File: config.mk
export PLATFORM = sky130hd
export DESIGN_NAME = pipe_stage_skid
export DESIGN_NICKNAME = d
export VERILOG_FILES = /design/src/rtl/pipe_stage_skid_pkg.sv /design/src/rtl/pipe_stage_skid_sat_counter.sv /design/src/rtl/pipe_stage_skid.sv
export SDC_FILE = /design/constraint.sdc
export NUM_CORES = 1
export LEC_CHECK = 0
export ABC_AREA = 1
export BUFFER_PORTS_ARGS = -buffer_cell sky130_fd_sc_hd__buf_2
export CAP_MARGIN = 20
export CORE_UTILIZATION = 50
export DETAILED_ROUTE_END_ITERATION = 10
export PLACE_DENSITY = 0.74
export SKIP_LAST_GASP = 1
export SYNTH_ARGS = -nofsm -noshare
export SYNTH_HDL_FRONTEND = slang
export SYNTH_SLANG_ARGS = --single-unit
File: constraint.sdc
create_clock -name clk_i -period 4 [get_ports clk_i]
set_input_delay 0.4 -clock clk_i [delete_from_list [all_inputs] [get_ports clk_i]]
set_output_delay 0.4 -clock clk_i [all_outputs]
set_load 0.01 [all_outputs]
File: src/rtl/pipe_stage_skid_pkg.sv
// pipe_stage_skid_pkg: occupancy states and bubble constants shared by pipeline stages
package pipe_stage_skid_pkg;
  typedef enum logic [1:0] {EMPTY, ONE, TWO} occ_e;
  localparam logic [31:0] RV32_NOP = 32'h0000_0013;
  localparam logic [63:0] IF_ID_BUBBLE = {32'h0, RV32_NOP};
endpackage

File: src/rtl/pipe_stage_skid_sat_counter.sv
// sat_counter: counter that sticks at all-ones instead of wrapping
module sat_counter #(
  parameter int CNT_W = 16
) (
  input  logic             clk_i,
  input  logic             rst_i,
  input  logic             inc_i,
  output logic [CNT_W-1:0] value_o
);
  logic [CNT_W-1:0] cnt_q, cnt_d;
  always_comb cnt_d = (inc_i && !(&cnt_q)) ? cnt_q + 1'b1 : cnt_q;
  always_ff @(posedge clk_i or negedge rst_i)
    if (!rst_i) cnt_q <= '0;
    else        cnt_q <= cnt_d;
  assign value_o = cnt_q;
endmodule

File: src/rtl/pipe_stage_skid.sv
// pipe_stage_skid: valid/ready stage register with a 2-entry skid buffer, flush and stall/flush counters
module pipe_stage_skid
  import pipe_stage_skid_pkg::*;
#(
  parameter int                DATA_W     = 64,
  parameter logic [DATA_W-1:0] BUBBLE_VAL = '0,
  parameter int                CNT_W      = 16
) (
  input  logic              clk_i,
  input  logic              rst_i,
  input  logic              in_valid_i,
  input  logic [DATA_W-1:0] in_data_i,
  output logic              in_ready_o,
  output logic              out_valid_o,
  output logic [DATA_W-1:0] out_data_o,
  input  logic              out_ready_i,
  input  logic              flush_i,
  output logic [CNT_W-1:0]  stall_cnt_o,
  output logic [CNT_W-1:0]  flush_cnt_o
);
  occ_e              state_q, state_d;
  logic [DATA_W-1:0] out_q, out_d, skid_q, skid_d;
  logic              in_ready_q, in_ready_d;
  logic              push, pop;
  assign out_valid_o = state_q != EMPTY;
  assign push = in_valid_i & in_ready_q;
  assign pop  = out_valid_o & out_ready_i;
  always_comb begin
    state_d = state_q;
    out_d   = out_q;
    skid_d  = skid_q;
    if (flush_i) begin
      state_d = EMPTY;
      out_d   = BUBBLE_VAL;
      skid_d  = BUBBLE_VAL;
    end else begin
      case (state_q)
        EMPTY: if (push) begin
          out_d   = in_data_i;
          state_d = ONE;
        end
        ONE: if (push && pop) out_d = in_data_i;
        else if (push) begin
          skid_d  = in_data_i;
          state_d = TWO;
        end else if (pop) begin
          out_d   = BUBBLE_VAL;
          state_d = EMPTY;
        end
        TWO: if (pop) begin
          out_d   = skid_q;
          skid_d  = BUBBLE_VAL;
          state_d = ONE;
        end
        default: state_d = EMPTY;
      endcase
    end
    in_ready_d = state_d != TWO;
  end
  always_ff @(posedge clk_i or negedge rst_i)
    if (!rst_i) begin
      state_q    <= EMPTY;
      out_q      <= BUBBLE_VAL;
      skid_q     <= BUBBLE_VAL;
      in_ready_q <= 1'b1;
    end else begin
      state_q    <= state_d;
      out_q      <= out_d;
      skid_q     <= skid_d;
      in_ready_q <= in_ready_d;
    end
  assign in_ready_o = in_ready_q;
  assign out_data_o = out_q;
  sat_counter #(.CNT_W(CNT_W)) u_stall_cnt (
    .clk_i  (clk_i),
    .rst_i  (rst_i),
    .inc_i  (!flush_i && out_valid_o && !out_ready_i),
    .value_o(stall_cnt_o)
  );
  sat_counter #(.CNT_W(CNT_W)) u_flush_cnt (
    .clk_i  (clk_i),
    .rst_i  (rst_i),
    .inc_i  (flush_i && state_q != EMPTY),
    .value_o(flush_cnt_o)
  );
endmodule

; Yosys cells after proc, flatten, opt, wreduce, memory -nomap -nowiden
; Cells that the tools add are included.
; W data, S select, Z words.
[op_classes]
addsub = 2
n_eq_ne = 9
n_mux = 17
bitwise_logic = 2
n_reduce_logical = 18
[ops]
columns = operator, n
row1 = $mux W64, 8
row2 = $pmux W64 S3, 1
row3 = $pmux W64 S2, 1
row4 = $add A16 B1 Y16 const B, 2
row5 = $reduce_and A16 Y1, 2
row6 = $mux W2, 6
row7 = $ne A3 B3 Y1 const B, 4
row8 = $ne A4 B4 Y1 const B, 2
row9 = $logic_and A1 B1 Y1, 6
row10 = $pmux W2 S3, 1
row11 = $reduce_and A5 Y1, 1
row12 = $logic_not A1 Y1, 4
row13 = $reduce_and A4 Y1, 1
row14 = $reduce_bool A4 Y1, 1
row15 = $reduce_bool A3 Y1, 1
row16 = $and A1 B1 Y1, 2
row17 = $eq A2 B1 Y1 const B, 1
row18 = $eq A2 B2 Y1 const B, 1
row19 = $logic_not A2 Y1, 1
row20 = $ne A2 B2 Y1 const B, 1
row21 = $reduce_bool A2 Y1, 1
[totals]
ff_bits = 163
output_inout_bits = 98
word_cells = 54

; Depth between registers and ports, before layout
; Gate-level depths: netlist (run 1).
[depth]
ltp_word = 8
depth_mapped = 11

; Modules after synthesis
; From an unflattened synthesis (run 1), not the netlist that was laid out.
[hier_totals]
hier_cells = 1131
hier_area_um2 = 8274.2
[modules_own_cells]
columns = mod, instances, cells_each, area_each_um2, seq_area_each_um2
row1 = pipe_stage_skid, 1, 811, 6094.6, 3279.4
row2 = sat_counter, 2, 160, 1089.8, 400.4

; Least setup slack after synthesis (run 1)
; No wires, ideal clock.
[synth_path]
path_type = register to register
start = register state_q[0]
end = register out_q[10] (netlist: out_data_o[10])
setup_ns = 0.065
arrival_time_ns = 1.696
t_required_ns = 3.935
slack_ns = 2.239
path_stages_with_launch = 11
path_buffers = 1
period_less_slack_ns = 1.761
cell_sequence = dfrtp_1 > inv_1 > ha_1 > inv_2 > nand2_4 > nand2_1 > nand3_2 > nor3_4 > buf_6 > nand2_1 > nand2_1
[synth_via]
elab_chain_cells = 6
elab_cells_between_ends = 15
cone_classes = eq/ne (6) / mux (3) / bitwise (1) / reduce/logical (5)
[synth_rtl]
columns = item, line
row1 = start: declaration, pipe_stage_skid.sv:21  ; occ_e state_q, state_d;
row2 = start signal: assignment, pipe_stage_skid.sv:67  ; state_q <= state_d;
row3 = $reduce_bool A2 Y1 *, pipe_stage_skid.sv:25  ; assign out_valid_o = state_q != EMPTY;
row4 = net out_valid_o, pipe_stage_skid.sv:14  ; output logic out_valid_o,
row5 = $and A1 B1 Y1 *, pipe_stage_skid.sv:27  ; assign pop = out_valid_o & out_ready_i;
row6 = $logic_and A1 B1 Y1, pipe_stage_skid.sv:42  ; ONE: if (push && pop) out_d = in_data_i;
row7 = $mux W64, pipe_stage_skid.sv:42
row8 = $pmux W64 S3, pipe_stage_skid.sv:37  ; case (state_q)
row9 = $mux W64, pipe_stage_skid.sv:32  ; if (flush_i) begin
row10 = end signal: assignment, pipe_stage_skid.sv:68  ; out_q <= out_d;
row11 = end: declaration, pipe_stage_skid.sv:22  ; logic [DATA_W-1:0] out_q, out_d, skid_q, skid_d;
; The timed path passes the listed nets; every way through them passes the cells marked *.
; A chain may end at the register's enable or synchronous reset.

; Final worst setup path (run 1)
[layout_path]
start = register state_q[0]
end = register skid_q[12]
[layout_via]
elab_chain_cells = 5
elab_cells_between_ends = 12
cone_classes = eq/ne (5) / mux (2) / bitwise (1) / reduce/logical (4)
[layout_rtl]
columns = item, line
row1 = $reduce_bool A2 Y1, pipe_stage_skid.sv:25
row2 = $and A1 B1 Y1, pipe_stage_skid.sv:27
row3 = $logic_and A1 B1 Y1, pipe_stage_skid.sv:42
row4 = $ne A3 B3 Y1 (no line), n/a
row5 = $reduce_and A4 Y1 (no line), n/a
row6 = end signal: assignment, pipe_stage_skid.sv:69  ; skid_q <= skid_d;
row7 = end: declaration, pipe_stage_skid.sv:22
; Several ways; a longest one is shown, not always the timed one.

==> results of run 1 <==
[layer usage]
metal | vias up | GRT usage (%)
met4 | 0 | 9.343
met3 | 23 | 4.883
met5 | - | 0
met2 | 209 | 38.86
met1 | 3288 | 33.71
li1 | 3656 | -
[cell type report]
| cell class | count | share of cell area, % |
|---|---|---|
| clock inverter | 12 | 1.631 |
| tap | 211 | 2.753 |
| inverter | 28 | 1.096 |
| timing repair buffer | 178 | 10.24 |
| multi-input combinational | 849 | 36.96 |
| clock buffer | 20 | 4.763 |
| sequential | 163 | 42.56 |
[what timing repair did]
| action | CTS | global route |
|---|---|---|
| endpoints found under the hold margin | 0 | 44 |
| hold buffers | 0 | 1 |
| gates resized for setup | 0 | 0 |
| setup buffers | 0 | 0 |
| endpoints found under the setup margin | 0 | 0 |
[kinds of logic (layout without fill, tap and decap cells)]
| kind of cell | count (synthesis) | in the layout |
|---|---|---|
| buf+inv | 77 | 238 |
| simple gates | 753 | 753 |
| xor+xnor | 15 | 15 |
| compound gates | 75 | 75 |
| fa+ha+maj | 6 | 6 |
| flops | 163 | 163 |
[power by group through the flow]
stage,combinational [mW],clock (mW),sequential [mW]
floorplan,1.22,0,2.58
global placement,1.92,0,2.49
detailed placement,1.96,0,2.50
CTS,1.97,1.71,2.48
global route,2.27,1.76,2.55
finish,1.98,1.68,2.48
[synthesized netlist by cell type (all sizes together)]
| master | number | area, um^2 |
|---|---|---|
| nor2 | 37 | 138.9 |
| nor3b | 1 | 7.510 |
| nand4 | 11 | 68.82 |
| nand3 | 18 | 95.09 |
| dfstp | 1 | 26.28 |
| buf | 33 | 211.5 |
| xor2 | 4 | 35.03 |
| inv | 28 | 105.1 |
| nor3 | 2 | 21.27 |
| or2 | 1 | 6.260 |
| dfrtp | 162 | 4054 |
| xnor2 | 11 | 96.34 |
| clkbuf | 16 | 60.06 |
| nand2 | 682 | 2570 |
| nand3b | 1 | 7.510 |
| o21ai | 75 | 386.6 |
| ha | 6 | 75.07 |
[tightest hold or removal path: cells and delay by family]
kind,cells,cell delay [ns]
compound gates,1,0.06
buf+inv,1,0.10
simple gates,1,0.06
[through the flow]
stage / hold WS (ns) / std cells / utilization, % / cell area (um^2) / total power, mW
5_1_grt: 0.2400 / 1461 / 62.38 / 9588 / 6.579
4_1_cts: 0.1637 / 1457 / 61.82 / 9503 / 6.157
6_report: 0.2366 / 1461 / 62.38 / 9588 / 6.150
2_1_floorplan: 0.1044 / 1089 / - / 7965 / 3.798
3_3_place_gp: 0.4520 / 1425 / 57.83 / 8890 / 4.414
3_5_place_dp: 0.4540 / 1425 / 57.83 / 8890 / 4.457
[flip-flops by register name, summed over array words and instances (netlist names)]
| register | cells |
|---|---|
| skid_q | 64 |
| state_q | 2 |
| u_stall_cnt.value_o | 16 |
| in_ready_o | 1 |
| u_flush_cnt.value_o | 16 |
| out_data_o | 64 |
[how the worst min path moves through the flow]
stage | from | to | slack [ns] | cells after the start
2_1_floorplan | rst_i | out_data_o[0] | 0.10 | 0
3_3_place_gp | out_data_o[16] | out_data_o[16] | 0.45 | 2
3_5_place_dp | out_data_o[16] | out_data_o[16] | 0.45 | 2
4_1_cts | rst_i | out_data_o[11] | 0.16 | 1
5_1_grt | in_data_i[25] | skid_q[25] | 0.24 | 3
6_report | in_data_i[29] | skid_q[29] | 0.24 | 3
==> results.md, run 1 <==
Power and ir drop:
- The fraction of power spent switching nets is 37.57%.
- For this design the total switching power over the nets is 2.311 mW.
- Per report_power, the sequential group accounts for 40.4% of the total.
- The leakage power total is 5.328 nW.
- Across the VDD grid, the largest voltage drop is 0.4599 mV.
- Internal power comes to ~3.8 mW.
- In this run, the combinational gates consume 32.3% of the power.
- The power density relative to cell area is between 600 and 700 nW/um^2.
- The clock network is responsible for a little over a quarter of the overall power.

Routing:
- The number of vias in the routed layout is around 7.2k.
- The total length of routed wires is approximately 19000 um.
- The number of DRC markers after the initial detailed-route iteration is 430.
- Detailed routing placed a total of 8874 um of wire on met2.
- The post-detailed-route via-to-cell ratio is about 4.9.
- The DRC violations left is 0.
- The highest layer touched by signal routing is met4.
- The number of nets still failing antenna checks after routing is 0.
- In the final routed layout, each cell accounts on average for 13.17 um.
- The first detailed-routing pass took 6 iterations.
- The wire length the detailed router placed on met1 is 9059 um.
- The routed length on met3 is around 1000 um.

Clock network:
- TritonCTS built the clock tree.
- The CTS buffer count is 17.
- The tree built by TritonCTS fans out to 163 sinks.
- The H-tree depth is 4.
- After clock tree synthesis, the clock-pin slew on the worst setup and hold paths is about 0.070 ns.
- The maximum clock insertion buffer count is 2.
- For the worst-skew pair, the clock arrives at the later sink with an insertion delay of between 0.4 and 0.5 ns.
- Clock tree synthesis selected as its root buffer the cell clkbuf_16.

Worst setup path:
- The kind of capture point of the worst setup path is a flip-flop.
- In this design, the stage delay of the slowest critical-path cell is 0.65 ns.
- The worst register-to-register path begins at state_q[0].
- In this run the worst path has a maximum fanout of 76.
- The library cell contributing the largest single delay on the critical path is buf_4.
- The register-to-register path setup slack is 1.35 ns.
- The critical path data arrival time is 2.92 ns.
- The signal on the critical path passes through inv_1 -> ha_1 -> inv_2 -> nand2_4 -> nand2_1 -> nand3_1 -> nand3_4 -> buf_4 -> o21ai_0.
- The path depth of the worst reg2reg path is 9.
- The launch point of the worst path is state_q[0].
- In this run the worst setup path terminates at skid_q[12].
- The worst setup path category is reg -> reg.
- The capture instance of the worst register-to-register path is skid_q[12].
- The kind of start point of the critical path is a flip-flop.
- The critical path required time is about 4.3 ns.
- Grouping stages by cell kind, the critical path spends the most delay in buffers and inverters.
- The critical path runs through a total of 9 cells.
- Counting both buffers and inverters, the worst setup path holds a total of 3.

Placed design:
- The global placement routability congestion is between 0.8 and 0.9.
- Detailed placement finished with a half-perimeter wire length of ~12000 um.
- The setup slack at placement is 1.400 ns.
- The number of port buffers is between 150 and 200.

GRT:
- The number of global-route vias before repair is approximately 6.7k.
- The initial antenna violation count is 0.
- The global-route wire length before repair is approximately 32000 um.
- The overall routing resource usage is 24.67%.
- Entering global routing, the biggest net connects between 100 and 150 pins.
- The total overflow left after global routing is 0.

Cells and area:
- From synthesis to final layout, the design area changed by 20.37%.
- The top cell types in the final layout, fill and taps aside, are 680 x nand2_1, 165 x buf_2, 162 x dfrtp_1.
- The antenna diode count is 0.
- The ratio of cells with drive above 1 in the final layout is between 15 and 20%.
- The filler cells instantiated in the layout total 1440.
- The net total in the final layout is about 1.3k.
- The sequential cells in the finished layout cover a total of approximately 4100 um^2.
- The library cell used most frequently in the layout, excluding fill and tap cells, is nand2_1.
- Summing all multi-input logic gate instances after layout gives around 3500 um^2.

STA:
- Setup violations remaining at the end of the flow were counted as 0.
- The final hold violation count is 0.
- For the pin with the worst max-slew slack, the measured transition is between 0.8 and 0.9 ns.
- The final worst setup slack is 1.346 ns.
- Setup repair after global routing left no endpoint under its margin.
- The routed design could run at a clock period as short as around 2.7 ns.
- Headroom to the max-slew limit came out at a little over 40%.
- Timing would allow up to roughly 380 MHz.
- The period utilization is about 66%.
- Across the routed clock network, the largest skew measured is 0.008120 ns.
- The number of slew-limit violations in the final report is 0.
- The total negative slack for setup checks is 0 ns.

Synth:
- For this run, the number of Yosys warnings is 0.
- The mean instance size in the synthesized netlist is approximately 7.3 um^2.
- Of the total synthesized cell area, the portion taken by XOR and XNOR cells is under 10%.
- The post-synthesis instance area is 7965 um^2.
- The synthesized-area fraction occupied by and/or/nand/nor cells is 36.60%.
- The count of different cell masters after synthesis is 26.
- The mux share of post-synthesis cell area is 0%.
- Synthesis produced a netlist whose cell count is approximately 1.1k.
- The fraction of the yosys area taken by sequential cells is around 51%.
- By area, the combinational part of the netlist is dominated by simple AND/OR/NAND/NOR gates.
- In this run, synthesis produced a sequential element count of about 160.
- The fraction of the mapped netlist area in adder cells is 0.9425%.
- The net count after synthesis is 1164.
- Summing the areas of all compound-gate instances in the mapped netlist gives between 4 and 5% of the synthesized area.

Floorplan:
- The number of ports placed on the die boundary is ~170.
- The die is approximately 130 um tall.
- After floorplanning, the core was sized to cover between 15000 and 20000 um^2.
- Once the floorplan was initialized, standard cells occupied 51.82% of the core.
- The horizontal die dimension is about 130 um.
- The floorplan has 45 rows.
- The overall die area is 16440 um^2.

Min path:
- The tightest min-delay check is of the in -> reg type.

Run status:
- The flow ran to the end, and the final reports show no timing, DRC or antenna violations.

Run:
- The count of max-cap constraint violations is 0.
Power figures use the tool's default switching activity.
==> run 2, diff against run 1 <==
- PLACE_DENSITY: 0.74 -> 0.77
- clock period: 4 -> 2.3 ns (I/O delays scaled with it)
==> run 2 against run 1 <==
Compared with the run above:
- critical path depth is the same
- count of clock-buffer cells in the layout grew 3
- wire length rose by 2.9%
- sequential share of layout area shrank 0.48 points
- cell area is 1.1% higher
- maximum frequency increased by 29%
- critical path type unchanged
==> results.md, run 2 (same netlist as run 1, synthesis figures left out) <==
Clock network:
- The post-cts gate resize count was 0 (unchanged).
- The CTS buffer count is 17 (unchanged).
- The clock transition time at the flip-flop clock pins of the worst setup and hold paths was 0.06 ns (about the same).
- The clock root buffer is clkbuf_16.
- The TritonCTS clock tree is done.
- The total number of clock tree sinks is 163 (unchanged).
- The maximum clock insertion buffer count was 2 (unchanged).
- The insertion delay to the later sink of the worst-skew pair is 0.43 ns (about the same).
- The number of setup buffers added after CTS is 0 (unchanged).
- The H-tree depth came to 4 (unchanged).

Cells and area:
- The footprint of the flip-flops and latches came to 4080 um^2 (unchanged).
- The net total in the final layout is 1316 (+0.30%).
- The antenna diode count is 0 (unchanged).
- In the layout the commonest cells are 680 x nand2_1, 165 x buf_2, 162 x dfrtp_1.
- The most frequent standard cell in the layout excluding fill and tap cells is nand2_1.
- The ratio of cells with drive above 1 in the final layout came to 17.96% (+0.20 points).
- From synthesis to final layout, the design area changed by 21.74%.
- The layout filler cell count is 1363 (-5.3%).
- The area used by multi-input combinational logic is 3543 um^2 (unchanged).
- The core occupancy in the finished layout was 63.09% (+0.71 points).
- The filler-free cell count of the finished design is 1464 (+0.21%).

STA:
- The final hold violation count is 0 (unchanged).
- The total negative slack for setup checks came to 0 ns (unchanged).
- The period utilization is 89.15% (+23 points).
- The number of slew-limit violations in the final report is 0 (unchanged).
- The setup violation total in the final timing report came to 0 (unchanged).
- The pin slew with the least headroom to its limit is 0.7272 ns (-0.1540 ns).
- The post-route worst hold slack is 0.06585 ns (-0.1707 ns).
- The final clock skew came to 0.007442 ns (-0.0006779 ns).
- Setup repair after global routing left no endpoint under its margin.
- The maximum clock frequency is 487.7 MHz (+29%).
- The final critical-path required period is 2.050 ns (-0.6040 ns).
- The worst slew slack as a fraction of its limit was 51.52% (+10 points).

GRT:
- The initial antenna violation count came to 0 (unchanged).
- The overall overflow remaining after global route is 0 (unchanged).
- The global-route wire length before repair is 32990 um (+3.1%).
- The pin count of the biggest net entering global routing is 89 (-23%).
- The number of global-route vias before repair was 6842 (+2.7%).
- The overall routing resource usage is 25.42% (+0.75 points).

Power and ir drop:
- The net switching power came to 4.061 mW (+76%).
- The leakage power total is 5.388 nW (+1.1%).
- The power density relative to cell area is 1136 nW/um^2 (+77%).
- The fraction of power spent switching nets is 36.86% (-0.71 points).
- The peak ir drop on the vdd network is 0.5859 mV (+27%).
- The overall power is 11.02 mW (+79%).
- The clock network fraction of design power is 28.1% (+0.7 points).
- The internal power consumption is 6.956 mW (+81%).
- The proportion of power drawn by flip-flops and latches came to 39.2% (-1.2 points).
- The combinational power share is 32.7% (+0.4 points).

Floorplan:
- The standard cell core area was 15370 um^2 (unchanged).
- The number of ports placed on the die boundary is 167 (unchanged).
- The number of placement rows is 45 (unchanged).
- The overall die area is 16440 um^2 (unchanged).
- The horizontal die dimension is 128.2 um (unchanged).
- The starting density of the core is 51.82% (unchanged).
- The die outline height came to 128.2 um (unchanged).

Min path:
- The worst min-delay path class is in -> reg.

Routing:
- The number of nets still failing antenna checks after routing is 0 (unchanged).
- The post-detailed-route via-to-cell ratio came to 5.018 (+2.2%).
- The routed wire length per instance is 13.52 um (+2.7%).
- The number of vias in the routed layout is 7347 (+2.4%).
- The DRC violations left is 0 (unchanged).
- The number of DRC markers after the initial detailed-route iteration is 609 (+42%).
- The total length of routed wires is 19790 um (+2.9%).
- The count of TritonRoute iterations in the first routing pass was 5 (-1).

Run status:
- The run finished with clean final reports.

Worst setup path:
- The worst setup path is captured at a flip-flop.
- The critical path data arrival time is 2.41 ns (-0.51 ns).
- The worst setup path category is reg -> reg.
- The critical path required time is 2.66 ns (-1.60 ns).
- The largest fanout on the critical path is 15 (-80%).
- The kind of start point of the critical path is a flip-flop.

Placed design:
- The cell count after placement came to 1432 (+0.49%).
- The global placement routability congestion is 0.8651 (-2.3%).
- The detailed-placement wirelength estimate was 12490 um (+2.7%).
- The number of port buffers is 166 (unchanged).

Run:
- The count of max-cap constraint violations came to 0 (unchanged).
-- run 2: layout make-up --
class,instances,area share [%]
sequential,163,42.08
clock inverter,8,1.510
multi-input combinational,849,36.54
inverter,28,1.084
tap,211,2.723
clock buffer,23,5.135
timing repair buffer,182,10.93
-- run 2: repair_timing --
| item | 4_1_cts | 5_1_grt |
|---|---|---|
| hold buffers | 1 | 0 |
| hold endpoints to repair | 54 | 0 |
| endpoints found under the setup margin | 0 | 0 |
-- run 2: worst paths after layout --
check | startpoint | to | slack (ns) | depth (start not counted)
setup / recovery | state_q[0] | u_stall_cnt.value_o[5] | 0.25 | 9
hold reg to reg | out_data_o[9] | out_data_o[9] | 0.46 | 2
setup reg to reg | state_q[0] | u_stall_cnt.value_o[5] | 0.25 | 9
max in group asynchronous | rst_i | out_data_o[48] | 1.24 | 3
min in group asynchronous | rst_i | skid_q[59] | 0.34 | 2
hold / removal | in_data_i[19] | skid_q[19] | 0.07 | 3
-- run 2: metal layers --
| metal | vias to the layer above | part of all wire [%] | GRT usage (%) |
|---|---|---|---|
| li1 | 3654 | - | - |
| met5 | - | 0 | 0 |
| met4 | 0 | 2.2 | 9.550 |
| met1 | 3428 | 45 | 34.08 |
| met3 | 33 | 5.6 | 5.134 |
| met2 | 232 | 47 | 40.73 |
-- run 2: stage by stage --
| step | instance area [um^2] | setup WS (ns) |
|---|---|---|
| finish | 9697 | 0.2496 |
| global route | 9697 | 0.02435 |
| CTS | 9697 | 0.2546 |
| detailed placement | 9042 | 0.2983 |
| global placement | 9042 | 0.3940 |
| floorplan | 7965 | 0.5391 |
-- run 2: power groups by stage --
| stage | Sequential, mW | Combinational (mW) | Clock, mW |
|---|---|---|---|
| finish | 4.32 | 3.60 | 3.10 |
| global route | 4.43 | 4.07 | 3.23 |
| CTS | 4.31 | 3.63 | 3.13 |
| detailed placement | 4.34 | 3.59 | 0 |
| global placement | 4.32 | 3.51 | 0 |
| floorplan | 4.49 | 2.12 | 0 |
-- run 2: critical path: stages (launching register included) --
cell	delay [ns]
dfrtp_1	0.38
inv_1	0.09
ha_1	0.31
nor3_1	0.36
inv_1	0.07
nor2_1	0.13
inv_1	0.05
nand2_1	0.38
nand2_1	0.13
nand2_1	0.09
==> run 3, diff against run 2 <==
- GPL_TIMING_DRIVEN: unset -> 0
==> run 3 against run 2 <==
Compared with the run above:
- sequential share of layout area shrank 0.081 points
- worst setup slack got worse by 0.052 ns
- sequential power about the same
- first-iteration DRC count decreased by 14%
- clock skew grew 0.0013 ns
- combinational power grew 2%
- total power shrank 2.2%
- final cell count increased by 2.5%
- core utilization up 0.12 points
- wire length shrank 1.9%
==> results.md, run 3 (same netlist as run 1, synthesis figures left out) <==
STA:
- The final clock skew is 0.008748 ns (+0.001306 ns).
- The final hold violation count is 0 (unchanged).
- Setup repair after global routing left no endpoint under its margin.
- The worst slew slack as a fraction of its limit is 59.30% (+7.8 points).
- The number of slew-limit violations in the final report is 0 (unchanged).
- The maximum clock frequency is 475.6 MHz (-2.5%).
- The setup violation total in the final timing report is 0 (unchanged).
- The post-route worst hold slack is 0.06291 ns (-0.002940 ns).
- The period utilization is 91.42% (+2.3 points).
- The pin slew with the least headroom to its limit came to 0.6105 ns (-0.1168 ns).
- The final critical-path required period is 2.103 ns (+0.05215 ns).

GRT:
- The number of global-route vias before repair came to 6765 (-1.1%).
- The initial antenna violation count is 0 (unchanged).
- The pin count of the biggest net entering global routing is 87 (-2.2%).
- The overall routing resource usage was 24.96% (-0.46 points).
- The global-route wire length before repair is 32400 um (-1.8%).
- The overall overflow remaining after global route is 0 (unchanged).

Cells and area:
- The layout filler cell count is 1418 (+4.0%).
- The core occupancy in the finished layout came to 63.21% (+0.12 points).
- Leaving out fill and tap cells, the most frequent cell in the layout is nand2_1.
- Compared with the post-synthesis result, the final layout area differs by 21.98%.
- The footprint of the flip-flops and latches came to 4080 um^2 (unchanged).
- The antenna diode count came to 0 (unchanged).
- The filler-free cell count of the finished design was 1500 (+2.5%).
- The area used by multi-input combinational logic came to 3508 um^2 (-0.99%).
- The net total in the final layout is 1352 (+2.7%).
- The top cell types in the final layout, fill and taps aside, are 680 x nand2_1, 190 x buf_2, 162 x dfrtp_1.
- The ratio of cells with drive above 1 in the final layout is 19.24% (+1.3 points).

Placed design:
- The detailed-placement wirelength estimate was 13440 um (+7.6%).
- The number of port buffers came to 166 (unchanged).
- The global placement routability congestion is 0.8551 (-1.2%).
- The cell count after placement is 1467 (+2.4%).

Routing:
- The DRC violations left is 0 (unchanged).
- The number of DRC markers after the initial detailed-route iteration came to 525 (-14%).
- The number of vias in the routed layout was 7380 (+0.45%).
- The routed wire length per instance is 12.94 um (-4.3%).
- The total length of routed wires came to 19410 um (-1.9%).
- The post-detailed-route via-to-cell ratio was 4.920 (-2.0%).
- The count of TritonRoute iterations in the first routing pass is 5 (unchanged).
- The number of nets still failing antenna checks after routing came to 0 (unchanged).

Floorplan:
- The die outline height is 128.2 um (unchanged).
- The number of ports placed on the die boundary came to 167 (unchanged).
- The standard cell core area is 15370 um^2 (unchanged).
- The number of placement rows is 45 (unchanged).
- The horizontal die dimension is 128.2 um (unchanged).
- The overall die area came to 16440 um^2 (unchanged).
- The starting density of the core was 51.82% (unchanged).

Worst setup path:
- The library cell contributing the largest single delay on the critical path is o21ai_2.
- The worst setup path is launched from a flip-flop.
- In this run the critical register-to-register path is launched from state_q[0].
- The critical path required time is 2.67 ns (about the same).
- The kind of capture point of the worst setup path is a flip-flop.
- Walking the worst path, the cells encountered are inv_1 -> ha_1 -> inv_2 -> nand2_4 -> o21ai_2 -> buf_2 -> nand2_1 -> nand2_1 -> nand2_1 -> nand2_1.
- The longest individual stage delay on the worst path is 0.47 ns (+0.09 ns).
- By instance count, the cell type seen most on the critical path is nand2_1.
- The critical path data arrival time is 2.47 ns (+0.06 ns).
- The largest fanout on the critical path is 10 (-5).
- By startpoint and endpoint, the worst setup path is classified as reg -> reg.
- The register-to-register path setup slack is 0.20 ns (-0.05 ns).
- The path depth of the worst reg2reg path is 10 (+1).
- The capture instance of the worst register-to-register path is out_data_o[42].

Run:
- The count of max-cap constraint violations is 0 (unchanged).

Power and ir drop:
- The peak ir drop on the vdd network is 0.6303 mV (+7.6%).
- The leakage power total is 5.444 nW (+1.0%).
- The overall power is 10.78 mW (-2.2%).
- The power density relative to cell area is 1109 nW/um^2 (-2.4%).

Clock network:
- In this run the clock root is driven by a clkbuf_16.
- The clock transition time at the flip-flop clock pins of the worst setup and hold paths is 0.07 ns (about the same).
- The H-tree depth is 4 (unchanged).
- The maximum clock insertion buffer count was 2 (unchanged).
- The insertion delay to the later sink of the worst-skew pair is 0.43 ns (about the same).
- The TritonCTS clock tree is done.
- The total number of clock tree sinks is 163 (unchanged).
- The CTS buffer count is 17 (unchanged).

Min path:
- The number of instances on the worst hold path is 3 (unchanged).
- For hold timing, the worst endpoint is skid_q[28].
- The source of the worst hold timing path is in_data_i[28].
- The tightest min-delay check is of the in -> reg type.

Run status:
- The run finished with clean final reports.
[run 3: cell count changes in the layout (fill, tap and decap cells not counted), sizes merged]
cell / delta
buf: +20
bufinv: -2
clkbuf: +12
clkinv: +4
clkinvlp: +1
inv: +1
[run 3: timing repair]
action / in CTS / in global routing
setup endpoints to repair: 0 / 73
resized for setup: 0 / 8
hold buffers: 1 / 0
setup buffers: 0 / 1
hold endpoints to repair: 77 / 0
[run 3: how the worst max path moves through the flow]
stage | from | endpoint | depth (start not counted)
2_1_floorplan | state_q[0] | out_data_o[10] | 10
3_3_place_gp | rst_i | out_data_o[28] | 1
3_5_place_dp | state_q[0] | out_data_o[38] | 10
4_1_cts | state_q[0] | out_data_o[5] | 10
5_1_grt | state_q[1] | out_data_o[8] | 11
6_report | state_q[0] | out_data_o[42] | 10
[run 3: worst max-delay path, delay by kind of cell, from the launching register on]
family	cells	cell delay, ns
AND/OR/NAND/NOR	5	0.35
AO/OA/AOI/OAI	1	0.47
adder cells (fa/ha/maj)	1	0.29
buffers and inverters	3	0.54
flip-flops	1	0.39
[run 3: power breakdown]
part / switching (mW) / leakage, nW / total, mW / internal (mW)
sequential: 0.544 / 2.17 / 4.29 / 3.74
combinational: 2.37 / 2.99 / 3.68 / 1.31
clock: 1.16 / 0.285 / 2.81 / 1.65
[run 3: layout make-up]
cell class                      count  share of cell area (%)
Clock inverter                     12                   1.339
Sequential cell                   163                   42.00
Inverter                           28                   1.082
Tap cell                          211                   2.717
Timing Repair Buffer              169                   9.247
Clock buffer                       19                   4.662
Multi-Input combinational cell    849                   36.11
Buffer                             49                   2.846
[run 3: through the flow]
stage          setup TNS [ns]  setup WS (ns)  instance area [um^2]
5_1_grt                     0        0.01831                  9716
3_3_place_gp          -240.26         -1.492                  9060
6_report                    0         0.1974                  9716
3_5_place_dp                0         0.1440                  9097
2_1_floorplan               0         0.5391                  7965
4_1_cts                     0         0.1068                  9691
[run 3: per-layer routing]
layer / GRT usage, % / vias up / part of all wire [%]
li1: - / 3729 / -
met1: 34.19 / 3416 / 46
met2: 39.62 / 204 / 47
met3: 4.508 / 31 / 4.2
met4: 9.204 / 0 / 2.2
met5: 0 / - / 0
